File: config.mk
export PLATFORM = sky130hd
export DESIGN_NAME = mul16_seq
export DESIGN_NICKNAME = d
export VERILOG_FILES = /design/src/rtl/mul16_seq_pkg.sv /design/src/rtl/mul16_seq_add16.sv /design/src/rtl/mul16_seq.sv
export SDC_FILE = /design/constraint.sdc
export NUM_CORES = 1
export LEC_CHECK = 0
export CAP_MARGIN = 20
export CORE_AREA = 2 2 104 106
export CTS_CLUSTER_DIAMETER = 120
export DETAILED_ROUTE_END_ITERATION = 10
export DIE_AREA = 0 0 106 108
export SLEW_MARGIN = 20
export SYNTH_ARGS = -nofsm -noshare
export SYNTH_HDL_FRONTEND = slang
export SYNTH_SLANG_ARGS = --single-unit
File: constraint.sdc
create_clock -name clk -period 5.4 [get_ports clk]
set_clock_uncertainty 0.1 [all_clocks]
set_input_delay 0.54 -clock clk [delete_from_list [all_inputs] [get_ports clk]]
set_output_delay 0.54 -clock clk [all_outputs]
set_load 0.05 [all_outputs]
File: src/rtl/mul16_seq_pkg.sv
// Shared definitions for the sequential 16x16 multiplier: state encoding and step count.
package mul16_seq_pkg;

  typedef enum logic [1:0] {
    MUL_IDLE = 2'd0,
    MUL_RUN  = 2'd1,
    MUL_DONE = 2'd2
  } mul_state_e;

  localparam int unsigned MUL_STEPS = 16;
  localparam logic [3:0]  LAST_STEP = 4'(MUL_STEPS - 1);

endpackage

File: src/rtl/mul16_seq_add16.sv
// 16-bit adder shared by the multiplier's accumulate step; wraps mod 2^16, no carry-out.
module add16 (
  input  logic [15:0] a_i,
  input  logic [15:0] b_i,
  output logic [15:0] sum_o
);

  assign sum_o = a_i + b_i;

endmodule

File: src/rtl/mul16_seq.sv
// Shift-and-add 16x16 multiplier producing the low 16 product bits after 16 fixed steps.
module mul16_seq
  import mul16_seq_pkg::*;
(
  input  logic        clk,
  input  logic        rst_n,
  input  logic        start,
  input  logic [15:0] a,
  input  logic [15:0] b,
  output logic [15:0] out,
  output logic        busy,
  output logic        done
);

  mul_state_e  state_q;
  logic [15:0] mcand_q;
  logic [15:0] mplier_q;
  logic [15:0] acc_q;
  logic [3:0]  cnt_q;
  logic [15:0] out_q;
  logic        busy_q;
  logic        done_q;
  logic [15:0] sum_s;
  logic [15:0] acc_d;

  add16 acc_add (
    .a_i   (acc_q),
    .b_i   (mcand_q),
    .sum_o (sum_s)
  );

  assign acc_d = mplier_q[0] ? sum_s : acc_q;

  // Controller, datapath registers and registered status outputs in one FSM block.
  always_ff @(posedge clk or negedge rst_n) begin
    if (!rst_n) begin
      state_q  <= MUL_IDLE;
      mcand_q  <= 16'd0;
      mplier_q <= 16'd0;
      acc_q    <= 16'd0;
      cnt_q    <= 4'd0;
      out_q    <= 16'd0;
      busy_q   <= 1'b0;
      done_q   <= 1'b0;
    end else begin
      case (state_q)
        MUL_IDLE: begin
          done_q <= 1'b0;
          if (start) begin
            mcand_q  <= a;
            mplier_q <= b;
            acc_q    <= 16'd0;
            cnt_q    <= 4'd0;
            busy_q   <= 1'b1;
            state_q  <= MUL_RUN;
          end else begin
            busy_q  <= 1'b0;
            state_q <= MUL_IDLE;
          end
        end
        MUL_RUN: begin
          acc_q    <= acc_d;
          mcand_q  <= {mcand_q[14:0], 1'b0};
          mplier_q <= {1'b0, mplier_q[15:1]};
          cnt_q    <= cnt_q + 4'd1;
          // The last step's add must land in out directly, not via acc_q.
          if (cnt_q == LAST_STEP) begin
            out_q   <= acc_d;
            busy_q  <= 1'b0;
            done_q  <= 1'b1;
            state_q <= MUL_DONE;
          end else begin
            busy_q  <= 1'b1;
            done_q  <= 1'b0;
            state_q <= MUL_RUN;
          end
        end
        MUL_DONE: begin
          busy_q  <= 1'b0;
          done_q  <= 1'b0;
          state_q <= MUL_IDLE;
        end
        default: begin
          busy_q  <= 1'b0;
          done_q  <= 1'b0;
          state_q <= MUL_IDLE;
        end
      endcase
    end
  end

  assign out  = out_q;
  assign busy = busy_q;
  assign done = done_q;

endmodule
==> impl_metrics.env <==
export IMPL_status="finished clean"
export IMPL_met2_length_um=4390
export IMPL_drive_above_1_share_pct=7.14
export IMPL_grt_pass1_vias=3185
export IMPL_layoutNonFillerInstCount=598
export IMPL_cts_resized_gates=0
export IMPL_post_cts_buffers=0
export IMPL_cts_root_buf="clkbuf_8"
export IMPL_dieArea_um2=11400
export IMPL_antenna_left=0
export IMPL_path_max_fanout=22
export IMPL_io_pins=53
export IMPL_synthTopCellsByArea="dfrtp_1, o21ai_0, a22oi_1"
export IMPL_start_kind="input port"
export IMPL_gr_total_overflow=0
export IMPL_ys_types=55
export IMPL_io_buffers=52
export IMPL_cts_buffers=9
export IMPL_layout_common_cells="dfrtp_1, o21ai_0, clkdlybuf4s50_1"
export IMPL_relSlewSlack_pct=31.8
export IMPL_max_freq_ghz=0.326
export IMPL_cts_max_level=3
export IMPL_final_common_cell="dfrtp_1"
export IMPL_routedWlPerCell_um=15.8
export IMPL_synthFlopType="dfrtp_1"
export IMPL_tightest_slew_ns=1.02
export IMPL_drc=0
export IMPL_clock_sinks=70
export IMPL_worstSetupPathType="in -> reg"
export IMPL_die_h_um=108
export IMPL_clk_pin_slew_ns=0.07
export IMPL_syn_area_um2=3970
export IMPL_synth_seq_cells=70
export IMPL_ys_warn_count=0
export IMPL_cts_hold_buf=0
export IMPL_synth_nets=471
export IMPL_cts_buffer_depth=2
export IMPL_rows=37
export IMPL_first_iter_violations=220
export IMPL_initial_core_util_pct=38.8
export IMPL_hp_class="in -> async"
export IMPL_p_total_w=0.00259
export IMPL_met1_length_um=4490
export IMPL_cts_tree="done"
export IMPL_viasPerCell=5.39
export IMPL_area_growth_pct=19.0
export IMPL_finalCritPeriodShare_pct=56.9
export IMPL_core_area_um2=10200
export IMPL_max_cap_violations=0
export IMPL_p_per_area_nw_per_um2=547
export IMPL_grt_max_degree=71
export IMPL_synth_area_leader_cell="dfrtp_1"
export IMPL_dp_cells=584
export IMPL_cp_end_kind="register"
export IMPL_ys_seq_area_share_pct=44.1
export IMPL_cp_data_arrival_time_ns=3.20
export IMPL_async_reset_ff_share_pct=100
export IMPL_grt_pass1_wl_um=16000
export IMPL_fin_tns_setup_ns=0
export IMPL_die_x_um=106
export IMPL_vias=3222
export IMPL_dr_wl_met3_um=497
export IMPL_dpl_hpwl_um=6530
export IMPL_crit_required_ns=5.53
export IMPL_finalMaxSlewViolations=0
export IMPL_rsz0062_at_grt="no"
export IMPL_finalSetupViolCount=0
export IMPL_avgSynthCellArea_um2=9.48
export IMPL_top_layer_used="met4"
export IMPL_synth_edf_count=0
export IMPL_diodes=0
export IMPL_place_congestion=0.884
export IMPL_peakVddDrop_mv=0.230
export IMPL_synthCells=419
export IMPL_firstDrtPassIters=4
export IMPL_routed_wl_um=9440
export IMPL_nNetsFinal=511
export IMPL_period_minus_slack_ns=3.07
export IMPL_grt_total_usage_pct=17.8
export IMPL_hold_violations=0
export IMPL_synth_top_cell_area_share_pct=44.1
export IMPL_antenna_found_initial=0
export IMPL_insertion_delay_ns=0.35
export IMPL_leakage_nw=1.99
## layout make-up
cell class / instances / area (µm²)
Fill cell: 986 / 5500
Tap cell: 136 / 170
Sequential cell: 70 / 1750
Inverter: 9 / 33.8
Clock inverter: 2 / 35.0
Multi-Input combinational cell: 311 / 2040
Clock buffer: 12 / 135
Timing Repair Buffer: 58 / 561
## state kept, by name, indices dropped and copies added, names as in the netlist
register and flops:
state_q 1, mplier_q 16, acc_q 16, out 16, cnt_q 4, done 1, mcand_q 16
## path summary, 6_finish.rpt
kind                               to       start  depth (start not counted)  slack (ns)
min in group clk               out[8]      out[8]                          2        0.38
min                            out[1]       rst_n                          2        0.30
max                         acc_q[10]       start                          5        2.33
max in group asynchronous  mcand_q[7]       rst_n                          2        4.32
min reg2reg                    out[8]      out[8]                          2        0.38
max reg2reg                   out[14]  mcand_q[0]                          8        2.80
## through the flow
step	utilization (%)	worst slack, ns	hold WS (ns)	area [µm²]
after floorplan	-	3.12	0.144	3970
after global routing	46.2	2.00	0.396	4730
after global placement	44.6	2.01	0.361	4560
final	46.2	2.33	0.301	4730
after CTS	46.2	2.28	0.342	4730
after detailed placement	44.6	1.92	0.370	4560
## cells by family after synthesis
family / Yosys count / share of synthesized area, %
buffers and inverters: 38 / 4.47
and+or+nand+nor: 107 / 13.6
DFF: 70 / 44.1
muxes: 9 / 2.36
AOI/OAI and AO/OA: 167 / 27.5
xor gates and xnor gates: 11 / 2.42
adders and majority gates: 17 / 5.54
## critical path, stage by stage
cell and delay, ns:
clkdlybuf4s50_1 1.00, nor2b_1 0.84, a21oi_1 0.08, or2_2 0.46, a22o_1 0.27
## Yosys cell counts, drive strengths merged (3+ instances only)
cell type,count
a22oi,30
a21o,4
o31ai,3
o211ai,4
xnor2,9
a31oi,3
nand3,8
ha,16
o21bai,3
dfrtp,70
mux2,3
nor3b,5
nor3,3
o21ai,61
a22o,9
inv,9
buf,7
nand2,48
mux2i,6
a21oi,36
nor2,7
nor2b,23
clkbuf,22
## layer usage
layer / track usage, % / vias up
met2: 27.8 / 84
met5: 0 / -
met3: 2.71 / 6
li1: - / 1607
met1: 25.1 / 1525
met4: 6.58 / 0
## report_power, final
group / switching (W) / internal, W
clock network: 0.000193 / 0.000209
logic: 0.000775 / 0.000516
registers: 0.000177 / 0.000720
(Power assumes the default switching activity.)
